<file path="src/rtl/pipe_result_accum_pkg.sv">
// Shared types and defaults for the pipeline result accumulator.
package pipe_result_accum_pkg;

  typedef enum logic [1:0] {
    IDLE  = 2'b00,
    ACCUM = 2'b01,
    HOLD  = 2'b10
  } state_t;

  localparam int unsigned DEF_DW  = 8;
  localparam int unsigned DEF_LAT = 3;
  localparam int unsigned DEF_N   = 4;
  localparam int unsigned DEF_SW  = 10;

  // Number of sign bits needed to widen a dw-bit value to sw bits.
  function automatic int unsigned extWidth(input int unsigned sw, input int unsigned dw);
    return sw - dw;
  endfunction

endpackage

</file>
<file path="src/rtl/pipe_result_accum_if.sv">
// Result stream in, block sum handshake out.
interface pipe_result_accum_if
  import pipe_result_accum_pkg::*;
#(
  parameter int unsigned DW = DEF_DW,
  parameter int unsigned SW = DEF_SW
);
  logic [DW-1:0] din;
  logic          issue;
  logic          start;
  logic [SW-1:0] sum_out;
  logic          sum_valid;
  logic          sum_ack;
  logic          busy;
  logic          overrun;

  modport master (output din, issue, start, sum_ack,
                  input  sum_out, sum_valid, busy, overrun);
  modport slave  (input  din, issue, start, sum_ack,
                  output sum_out, sum_valid, busy, overrun);
endinterface

</file>
<file path="src/rtl/pipe_result_accum_valid_delay_line.sv">
// Latency-matched valid shift register: smp is issue delayed by LAT edges.
module valid_delay_line #(
  parameter int unsigned LAT = 3
) (
  input  logic clk,
  input  logic res,
  input  logic issue,
  output logic smp
);
  logic [LAT-1:0] v;

  generate
    if (LAT == 1) begin : gOne
      always_ff @(posedge clk) begin
        if (!res) v <= '0;
        else      v <= issue;
      end
    end else begin : gMany
      always_ff @(posedge clk) begin
        if (!res) v <= '0;
        else      v <= {v[LAT-2:0], issue};
      end
    end
  endgenerate

  assign smp = v[LAT-1];
endmodule

</file>
<file path="src/rtl/pipe_result_accum.sv">
// Sums N valid pipeline results per block and holds the sum on a valid/ack handshake.
module pipe_result_accum
  import pipe_result_accum_pkg::*;
#(
  parameter int unsigned DW  = DEF_DW,
  parameter int unsigned LAT = DEF_LAT,
  parameter int unsigned N   = DEF_N,
  parameter int unsigned SW  = DEF_SW
) (
  input logic               clk,
  input logic               res,
  pipe_result_accum_if.slave bus
);
  localparam int unsigned CW = $clog2(N);
  localparam int unsigned EW = extWidth(SW, DW);

  state_t        state;
  logic [SW-1:0] acc;
  logic [SW-1:0] sumOut;
  logic [SW-1:0] dinExt;
  logic [CW-1:0] count;
  logic          sumValid;
  logic          busyQ;
  logic          overrunQ;
  logic          smp;

  valid_delay_line #(.LAT(LAT)) uDelay (
    .clk  (clk),
    .res  (res),
    .issue(bus.issue),
    .smp  (smp)
  );

  assign dinExt = {{EW{bus.din[DW-1]}}, bus.din};

  // Block FSM with accumulator; all outputs are registered.
  always_ff @(posedge clk) begin
    if (!res) begin
      state    <= IDLE;
      acc      <= '0;
      count    <= '0;
      sumOut   <= '0;
      sumValid <= 1'b0;
      busyQ    <= 1'b0;
      overrunQ <= 1'b0;
    end else begin
      case (state)
        IDLE: begin
          if (bus.start) begin
            state    <= ACCUM;
            acc      <= '0;
            count    <= '0;
            overrunQ <= 1'b0;
            busyQ    <= 1'b1;
          end
        end
        ACCUM: begin
          if (smp) begin
            if (count == CW'(N - 1)) begin
              sumOut   <= acc + dinExt;
              sumValid <= 1'b1;
              state    <= HOLD;
              busyQ    <= 1'b0;
            end else begin
              acc   <= acc + dinExt;
              count <= count + CW'(1);
            end
          end
        end
        HOLD: begin
          // Samples in an ack cycle are dropped silently; otherwise they flag overrun.
          if (bus.sum_ack) begin
            sumValid <= 1'b0;
            if (bus.start) begin
              state    <= ACCUM;
              acc      <= '0;
              count    <= '0;
              overrunQ <= 1'b0;
              busyQ    <= 1'b1;
            end else begin
              state <= IDLE;
            end
          end else if (smp) begin
            overrunQ <= 1'b1;
          end
        end
        default: begin
          state    <= IDLE;
          sumValid <= 1'b0;
          busyQ    <= 1'b0;
        end
      endcase
    end
  end

  assign bus.sum_out   = sumOut;
  assign bus.sum_valid = sumValid;
  assign bus.busy      = busyQ;
  assign bus.overrun   = overrunQ;
endmodule
</file>
<file path="src/flat_wrapper.sv">
// flat-port wrapper written by rule: the top's interface ports become plain ports
module pipe_result_accum_flat import pipe_result_accum_pkg::*;
#(
  parameter int unsigned DW  = DEF_DW,
  parameter int unsigned LAT = DEF_LAT,
  parameter int unsigned N   = DEF_N,
  parameter int unsigned SW  = DEF_SW
)
  (clk, res, bus_din, bus_issue, bus_start, bus_sum_ack, bus_sum_out, bus_sum_valid, bus_busy, bus_overrun);
  pipe_result_accum_if #(.DW(DW), .SW(SW)) bus_i ();
  input logic clk;
  input logic res;
  input wire logic [$bits(bus_i.din)-1:0] bus_din;
  input wire logic [$bits(bus_i.issue)-1:0] bus_issue;
  input wire logic [$bits(bus_i.start)-1:0] bus_start;
  input wire logic [$bits(bus_i.sum_ack)-1:0] bus_sum_ack;
  output wire logic [$bits(bus_i.sum_out)-1:0] bus_sum_out;
  output wire logic [$bits(bus_i.sum_valid)-1:0] bus_sum_valid;
  output wire logic [$bits(bus_i.busy)-1:0] bus_busy;
  output wire logic [$bits(bus_i.overrun)-1:0] bus_overrun;
  assign bus_i.din = bus_din;
  assign bus_i.issue = bus_issue;
  assign bus_i.start = bus_start;
  assign bus_i.sum_ack = bus_sum_ack;
  assign bus_sum_out = bus_i.sum_out;
  assign bus_sum_valid = bus_i.sum_valid;
  assign bus_busy = bus_i.busy;
  assign bus_overrun = bus_i.overrun;
  pipe_result_accum #(.DW(DW), .LAT(LAT), .N(N), .SW(SW)) u_core (.clk(clk), .res(res), .bus(bus_i));
endmodule
</file>
<file path="config.mk">
export PLATFORM = sky130hd
export DESIGN_NAME = pipe_result_accum_flat
export DESIGN_NICKNAME = d
export VERILOG_FILES = /design/src/rtl/pipe_result_accum_pkg.sv /design/src/rtl/pipe_result_accum_if.sv /design/src/rtl/pipe_result_accum_valid_delay_line.sv /design/src/rtl/pipe_result_accum.sv /design/src/flat_wrapper.sv
export SDC_FILE = /design/constraint.sdc
export NUM_CORES = 1
export LEC_CHECK = 0
export CORE_UTILIZATION = 45
export DETAILED_ROUTE_END_ITERATION = 16
export PLACE_DENSITY = 0.69
export SYNTH_ARGS = -nofsm -noshare
export SYNTH_HDL_FRONTEND = slang
export SYNTH_SLANG_ARGS = --single-unit
</file>
<file path="constraint.sdc">
create_clock -name clk -period 4.3 [get_ports clk]
set_input_delay 0.86 -clock clk [delete_from_list [all_inputs] [get_ports clk]]
set_output_delay 0.86 -clock clk [all_outputs]
set_load 0.03 [all_outputs]
</file>
==> impl_metrics.env, run 1 <==
export IMPL_status="complete, no violations"
export IMPL_post_synth_cell_area_avg_sq_um=8.91
export IMPL_crit_type="in -> reg"
export IMPL_die_x_um=62.9
export IMPL_clock_path_buffers=2
export IMPL_crit_chain="clkdlybuf4s50_1 > ha_1 > inv_1 > fa_1 > nor2b_1 > o21ai_0 > a21boi_1 > a221oi_2 > xor2_1 > o21ai_0"
export IMPL_synth_top_cell_area_share_pct=36.0
export IMPL_wl_met1_mm=1.61
export IMPL_final_cells=260
export IMPL_place_area_sq_um=1940
export IMPL_layout_setup_ws_ps=1480
export IMPL_switching_share_pct=24.3
export IMPL_max_stage_delay_ps=460
export IMPL_area_delta_synth_final_pct=21.1
export IMPL_fmaxAchievable_ghz=0.355
export IMPL_core_area_sq_um=3440
export IMPL_design_area_sq_um=2020
export IMPL_p_leak_nw=0.754
export IMPL_postCtsSetupRepairBufs=0
export IMPL_cts_sinks=30
export IMPL_irDropWorstVdd_uv=144
export IMPL_fin_worst_skew_ps=5.36
export IMPL_syn_inst=187
export IMPL_cts_root_buffer="clkbuf_8"
export IMPL_yosys_warnings=0
export IMPL_p_switching_mw=0.134
export IMPL_grt_max_degree=23
export IMPL_antenna_found_initial=0
export IMPL_r2r_start="u_core.acc[0]$_SDFFE_PN0P_"
export IMPL_hold_viol=0
export IMPL_routed_top_layer="met4"
export IMPL_rsz0062_at_grt="no"
export IMPL_synth_async_reset_ratio_pct=0
export IMPL_slowest_stage="clkdlybuf4s50_1"
export IMPL_cts_hold_buf=0
export IMPL_diodes=0
export IMPL_drc=0
export IMPL_pwr_share_clk_pct=38.0
export IMPL_synth_most_common_cell="dfxtp_1"
export IMPL_critPathArrivalTime_ps=2980
export IMPL_gp_congestion=0.838
export IMPL_drive_gt1_share_pct=9.35
export IMPL_die_y_um=62.9
export IMPL_yosysUniqueCellTypes=43
export IMPL_slew_headroom_pct=51.2
export IMPL_hpwl_mm=2.52
export IMPL_wl_met2_mm=1.58
export IMPL_worstMarginPinSlew_ps=727
export IMPL_crit_path_start_kind="primary input"
export IMPL_finalCritPeriodShare_pct=65.5
export IMPL_ff2ff_path_depth=9
export IMPL_htree_levels=2
export IMPL_utilization_pct=58.6
export IMPL_synthesis_area_sq_um=1670
export IMPL_hp_start="u_core.uDelay.v[1]$_SDFF_PN0_"
export IMPL_crit_buf_inv=2
export IMPL_synth_area_top_cells="dfxtp_1 (36%), ha_1 (7.5%), nor2b_1 (4.9%)"
export IMPL_grt_pass1_vias=1350
export IMPL_rows=21
export IMPL_critPathTopFamily="compound AO/OA/AOI/OAI gates"
export IMPL_met3RoutedLength_um=113
export IMPL_hold_depth=1
export IMPL_place_ws_ps=1220
export IMPL_seq_power_share_pct=51.6
export IMPL_total_power_mw=0.551
export IMPL_numPortBuffers=25
export IMPL_dp_cells=253
export IMPL_num_io_pins=26
export IMPL_fin_crit_ps=2820
export IMPL_synth_top_cells_by_count="dfxtp_1 (30), nand2_1 (19), nor2b_1 (13)"
export IMPL_wire_per_inst_um=12.9
export IMPL_grt_pass1_wl_mm=5.89
export IMPL_grt_ovfl_total=0
export IMPL_start_util_pct=48.4
export IMPL_grt_total_usage_pct=18.9
export IMPL_seq_area_frac_synth_pct=36.0
export IMPL_cpMostUsedCell="o21ai_0"
export IMPL_fill_cells=320
export IMPL_path_depth=10
export IMPL_ys_flop_type="dfxtp_1"
export IMPL_hp_class="reg -> reg"
export IMPL_cp_end_kind="register"
export IMPL_setup_viol_count_final=0
export IMPL_clock_latency_ps=280
export IMPL_dr_pass1_iters=4
export IMPL_yosys_area_top_type="dfxtp_1"
export IMPL_postRouteAntennaNets=0
export IMPL_num_vias=1382
export IMPL_syn_num_nets=211
export IMPL_p_int_mw=0.417
export IMPL_cts_buffers=5
export IMPL_drt_first_iter_violations=46
export IMPL_synth_edf_count=0
export IMPL_whs_ps=445
export IMPL_nets=238
export IMPL_cp_startpoint="bus_din[0]"
export IMPL_path_max_fanout=3
export IMPL_maxSlewViolCount=0
export IMPL_cap_violations=0
export IMPL_required_ps=4460
export IMPL_finalWirelength_mm=3.34
export IMPL_tns_ps=0
export IMPL_drt_vias_per_instance=5.32
export IMPL_combPwrFrac_pct=10.4
export IMPL_die_area_sq_um=3950
export IMPL_power_density_nw_per_um2=273
export IMPL_path_clk_slew_ps=60
export IMPL_cts_resized=0
export IMPL_synth_seq_cells=30
export IMPL_cts_tree="built"
-- path summary, 6_finish.rpt --
| check | to | slack, ps |
|---|---|---|
| worst min register to register | u_core.uDelay.v[2]$_SDFF_PN0_ | 440 |
| worst min-delay path | u_core.uDelay.v[2]$_SDFF_PN0_ | 440 |
| worst max register to register | u_core.acc[8]$_SDFFE_PN0P_ | 2180 |
| worst max-delay path | u_core.acc[8]$_SDFFE_PN0P_ | 1480 |
-- final cells by class --
type | count | area, sq um | area share [%]
Multi-Input combinational cell | 144 | 993 | 49.2
Sequential cell | 30 | 601 | 29.8
Timing Repair Buffer | 27 | 265 | 13.1
Clock buffer | 5 | 68.8 | 3.41
Tap cell | 46 | 57.6 | 2.85
Inverter | 6 | 22.5 | 1.12
Clock inverter | 2 | 10.0 | 0.496
-- power groups by stage --
stage	Sequential (mW)	Combinational (mW)	Clock (mW)
floorplan	0.291	0.0364	0
global placement	0.290	0.0561	0
detailed placement	0.290	0.0572	0
CTS	0.284	0.0577	0.216
global route	0.285	0.0635	0.230
finish	0.284	0.0576	0.209
-- cells in the final DEF (no fill, tap or decap), types with 2 or more instances in the layout --
cell	n
clkinv_2	2
nor3b_1	2
mux2i_1	2
nand3_1	7
nor2_1	6
o21ai_1	4
nand2_1	19
o21ai_0	9
o21a_1	5
o211ai_1	2
inv_1	5
xnor2_1	4
a21o_1	3
clkdlybuf4s50_1	25
buf_4	2
a211oi_2	2
nor2b_1	13
a21oi_1	10
dfxtp_1	30
a21boi_0	7
and3_1	2
clkbuf_8	5
nor3_1	6
a22oi_1	6
ha_1	10
and2_1	7
or2b_2	2
-- logic make-up (layout without fill, tap and decap cells) --
family,Yosys count,in the layout,share of synthesized area [%]
and+or+nand+nor,71,71,24.2
muxes,2,2,1.20
adders and majority gates,11,11,8.71
AOI/OAI and AO/OA,55,55,22.9
buffers and inverters,13,40,4.35
DFF,30,30,36.0
xor gates and xnor gates,5,5,2.63
-- worst register-to-register path, delay by kind of cell (launching register included) --
kind | cells | cell delay, ps
AOI/OAI and AO/OA | 4 | 650
xor gates and xnor gates | 1 | 210
adders and majority gates | 2 | 610
buffers and inverters | 1 | 70
DFF | 1 | 340
and+or+nand+nor | 1 | 130
-- sequential cells by signal, indices dropped and copies added (netlist names) --
register	count
u_core.uDelay.v	3
u_core.bus.busy	1
u_core.state	2
u_core.acc	10
u_core.count	2
u_core.bus.overrun	1
u_core.bus.sum_out	10
u_core.bus.sum_valid	1
-- routing by layer --
metal / vias up / global-route usage [%]
met5: - / 0
met4: 0 / 5.23
met3: 4 / 5.47
met2: 23 / 31.7
met1: 639 / 23.4
li1: 716 / -
Power figures use the tool's default switching activity.
==> run 2, diff against run 1 <==
--- a/config.mk
+++ b/config.mk
@@ -7,7 +7,7 @@
 export LEC_CHECK = 0
 export CORE_UTILIZATION = 45
 export DETAILED_ROUTE_END_ITERATION = 16
-export PLACE_DENSITY = 0.69
+export PLACE_DENSITY = 0.71
 export SYNTH_ARGS = -nofsm -noshare
 export SYNTH_HDL_FRONTEND = slang
 export SYNTH_SLANG_ARGS = --single-unit
==> constraint.sdc (replaced) <==
create_clock -name clk -period 2.3 [get_ports clk]
set_input_delay 0.46 -clock clk [delete_from_list [all_inputs] [get_ports clk]]
set_output_delay 0.46 -clock clk [all_outputs]
set_load 0.03 [all_outputs]
==> impl_metrics.env, run 2 (same netlist as run 1, synthesis figures left out) <==
export IMPL_maxSlewViolCount=0
export IMPL_start_util_pct=48.4
export IMPL_crit_buf_inv=2
export IMPL_nets=247
export IMPL_critPathTopFamily="compound AO/OA/AOI/OAI gates"
export IMPL_required_ps=2450
export IMPL_cp_end_kind="register"
export IMPL_setup_viol_count_final=0
export IMPL_cap_violations=0
export IMPL_fin_worst_skew_ps=6.48
export IMPL_htree_levels=2
export IMPL_grt_pass1_wl_mm=6.31
export IMPL_final_cell_mix="dfxtp_1 (30), clkdlybuf4s50_1 (25), nand2_1 (19)"
export IMPL_worstMarginPinSlew_ps=500
export IMPL_numPortBuffers=25
export IMPL_drive_gt1_share_pct=15.2
export IMPL_seq_power_share_pct=44.8
export IMPL_postRouteAntennaNets=0
export IMPL_drt_vias_per_instance=5.46
export IMPL_grt_ovfl_total=0
export IMPL_grt_max_degree=26
export IMPL_wire_per_inst_um=14.0
export IMPL_finalCritPeriodShare_pct=96.7
export IMPL_routed_top_layer="met4"
export IMPL_wl_met2_mm=1.90
export IMPL_wl_met1_mm=1.67
export IMPL_finalWirelength_mm=3.78
export IMPL_final_common_cell="dfxtp_1"
export IMPL_hp_class="reg -> reg"
export IMPL_cts_buffers=5
export IMPL_path_clk_slew_ps=60
export IMPL_max_stage_delay_ps=460
export IMPL_total_power_mw=1.19
export IMPL_slowest_stage="clkdlybuf4s50_1"
export IMPL_pwr_share_clk_pct=45.3
export IMPL_die_area_sq_um=3950
export IMPL_cts_tree="built"
export IMPL_drt_first_iter_violations=62
export IMPL_die_y_um=62.9
export IMPL_crit_path_start_kind="primary input"
export IMPL_p_int_mw=0.930
export IMPL_crit_chain="clkdlybuf4s50_1 > ha_2 > inv_1 > fa_2 > nor2b_2 > o21ai_2 > a21boi_2 > o21a_1 > or2_1 > o211ai_1"
export IMPL_diodes=0
export IMPL_combPwrFrac_pct=9.8
export IMPL_cts_root_buffer="clkbuf_8"
export IMPL_critPathArrivalTime_ps=2380
export IMPL_fmaxAchievable_ghz=0.449
export IMPL_path_max_fanout=3
export IMPL_fin_crit_ps=2220
export IMPL_clock_path_buffers=2
export IMPL_area_delta_synth_final_pct=28.1
export IMPL_p_switching_mw=0.256
export IMPL_clock_latency_ps=280
export IMPL_path_depth=10
export IMPL_antenna_found_initial=0
export IMPL_p_leak_nw=0.812
export IMPL_die_x_um=62.9
export IMPL_grt_pass1_vias=1438
export IMPL_gp_congestion=0.831
export IMPL_met3RoutedLength_um=140
export IMPL_crit_type="in -> reg"
export IMPL_dr_pass1_iters=4
export IMPL_fill_cells=314
export IMPL_switching_share_pct=21.6
export IMPL_rows=21
export IMPL_status="complete, no violations"
export IMPL_cts_sinks=30
export IMPL_hpwl_mm=2.77
export IMPL_slew_headroom_pct=66.6
export IMPL_ff2ff_path_depth=9
export IMPL_hold_depth=1
export IMPL_hold_viol=0
export IMPL_cts_hold_buf=0
export IMPL_num_io_pins=26
export IMPL_irDropWorstVdd_uv=301
export IMPL_drc=0
export IMPL_num_vias=1469
export IMPL_tns_ps=0
export IMPL_power_density_nw_per_um2=556
export IMPL_grt_total_usage_pct=20.7
export IMPL_core_area_sq_um=3440
-- run 2: timing repair --
| item | in CTS | in global routing |
|---|---|---|
| gates resized for setup | 2 | 4 |
| buffers inserted | 0 | 2 |
| pin swaps | 1 | 7 |
| setup endpoints to repair | 4 | 4 |
-- run 2: area by class of cell --
cell class	instances	area, sq um	share of cell area (%)
Tap cell	46	57.6	2.70
Timing Repair Buffer	36	333	15.6
Multi-Input combinational cell	144	1010	47.2
Inverter	6	22.5	1.06
Sequential cell	30	601	28.1
Clock buffer	6	82.6	3.87
Clock inverter	1	30.0	1.41
-- run 2: path summary, 6_finish.rpt --
path / startpoint / endpoint / slack (ps)
worst max register to register: u_core.acc[0]$_SDFFE_PN0P_ / u_core.acc[9]$_SDFFE_PN0P_ / 350
worst max-delay path: bus_din[0] / u_core.bus.sum_out[6]$_SDFFE_PN0P_ / 80
worst min register to register: u_core.uDelay.v[0]$_SDFF_PN0_ / u_core.uDelay.v[1]$_SDFF_PN0_ / 440
worst min-delay path: u_core.uDelay.v[0]$_SDFF_PN0_ / u_core.uDelay.v[1]$_SDFF_PN0_ / 440
-- run 2: layer usage --
metal,GRT usage (%),vias up
met2,37.5,29
li1,-,734
met3,6.20,9
met1,22.3,697
met4,8.14,0
met5,0,-
-- run 2: power by group through the flow --
stage	clock (mW)	combinational [mW]	sequential (mW)
global route	0.577	0.128	0.532
global placement	0	0.112	0.543
floorplan	0	0.0680	0.545
finish	0.538	0.117	0.532
CTS	0.551	0.116	0.532
detailed placement	0	0.114	0.543
-- run 2: worst reg2reg max path: cells and delay by family, from the launching register on --
kind	cells	cell delay, ps
fa+ha+maj	1	190
buf+inv	2	260
simple gates	2	250
flops	1	320
compound gates	4	880
-- run 2: stage by stage --
stage | hold WS (ps) | std cells | instance area, sq um | utilization [%] | setup slack (ps)
2_1_floorplan | 412 | 187 | 1670 | - | 307
3_3_place_gp | 422 | 260 | 1990 | 57.9 | -255
3_5_place_dp | 429 | 260 | 1990 | 57.9 | -382
4_1_cts | 448 | 267 | 2110 | 61.3 | 28.1
5_1_grt | 479 | 269 | 2130 | 62.0 | -21.6
6_report | 444 | 269 | 2130 | 62.0 | 75.1
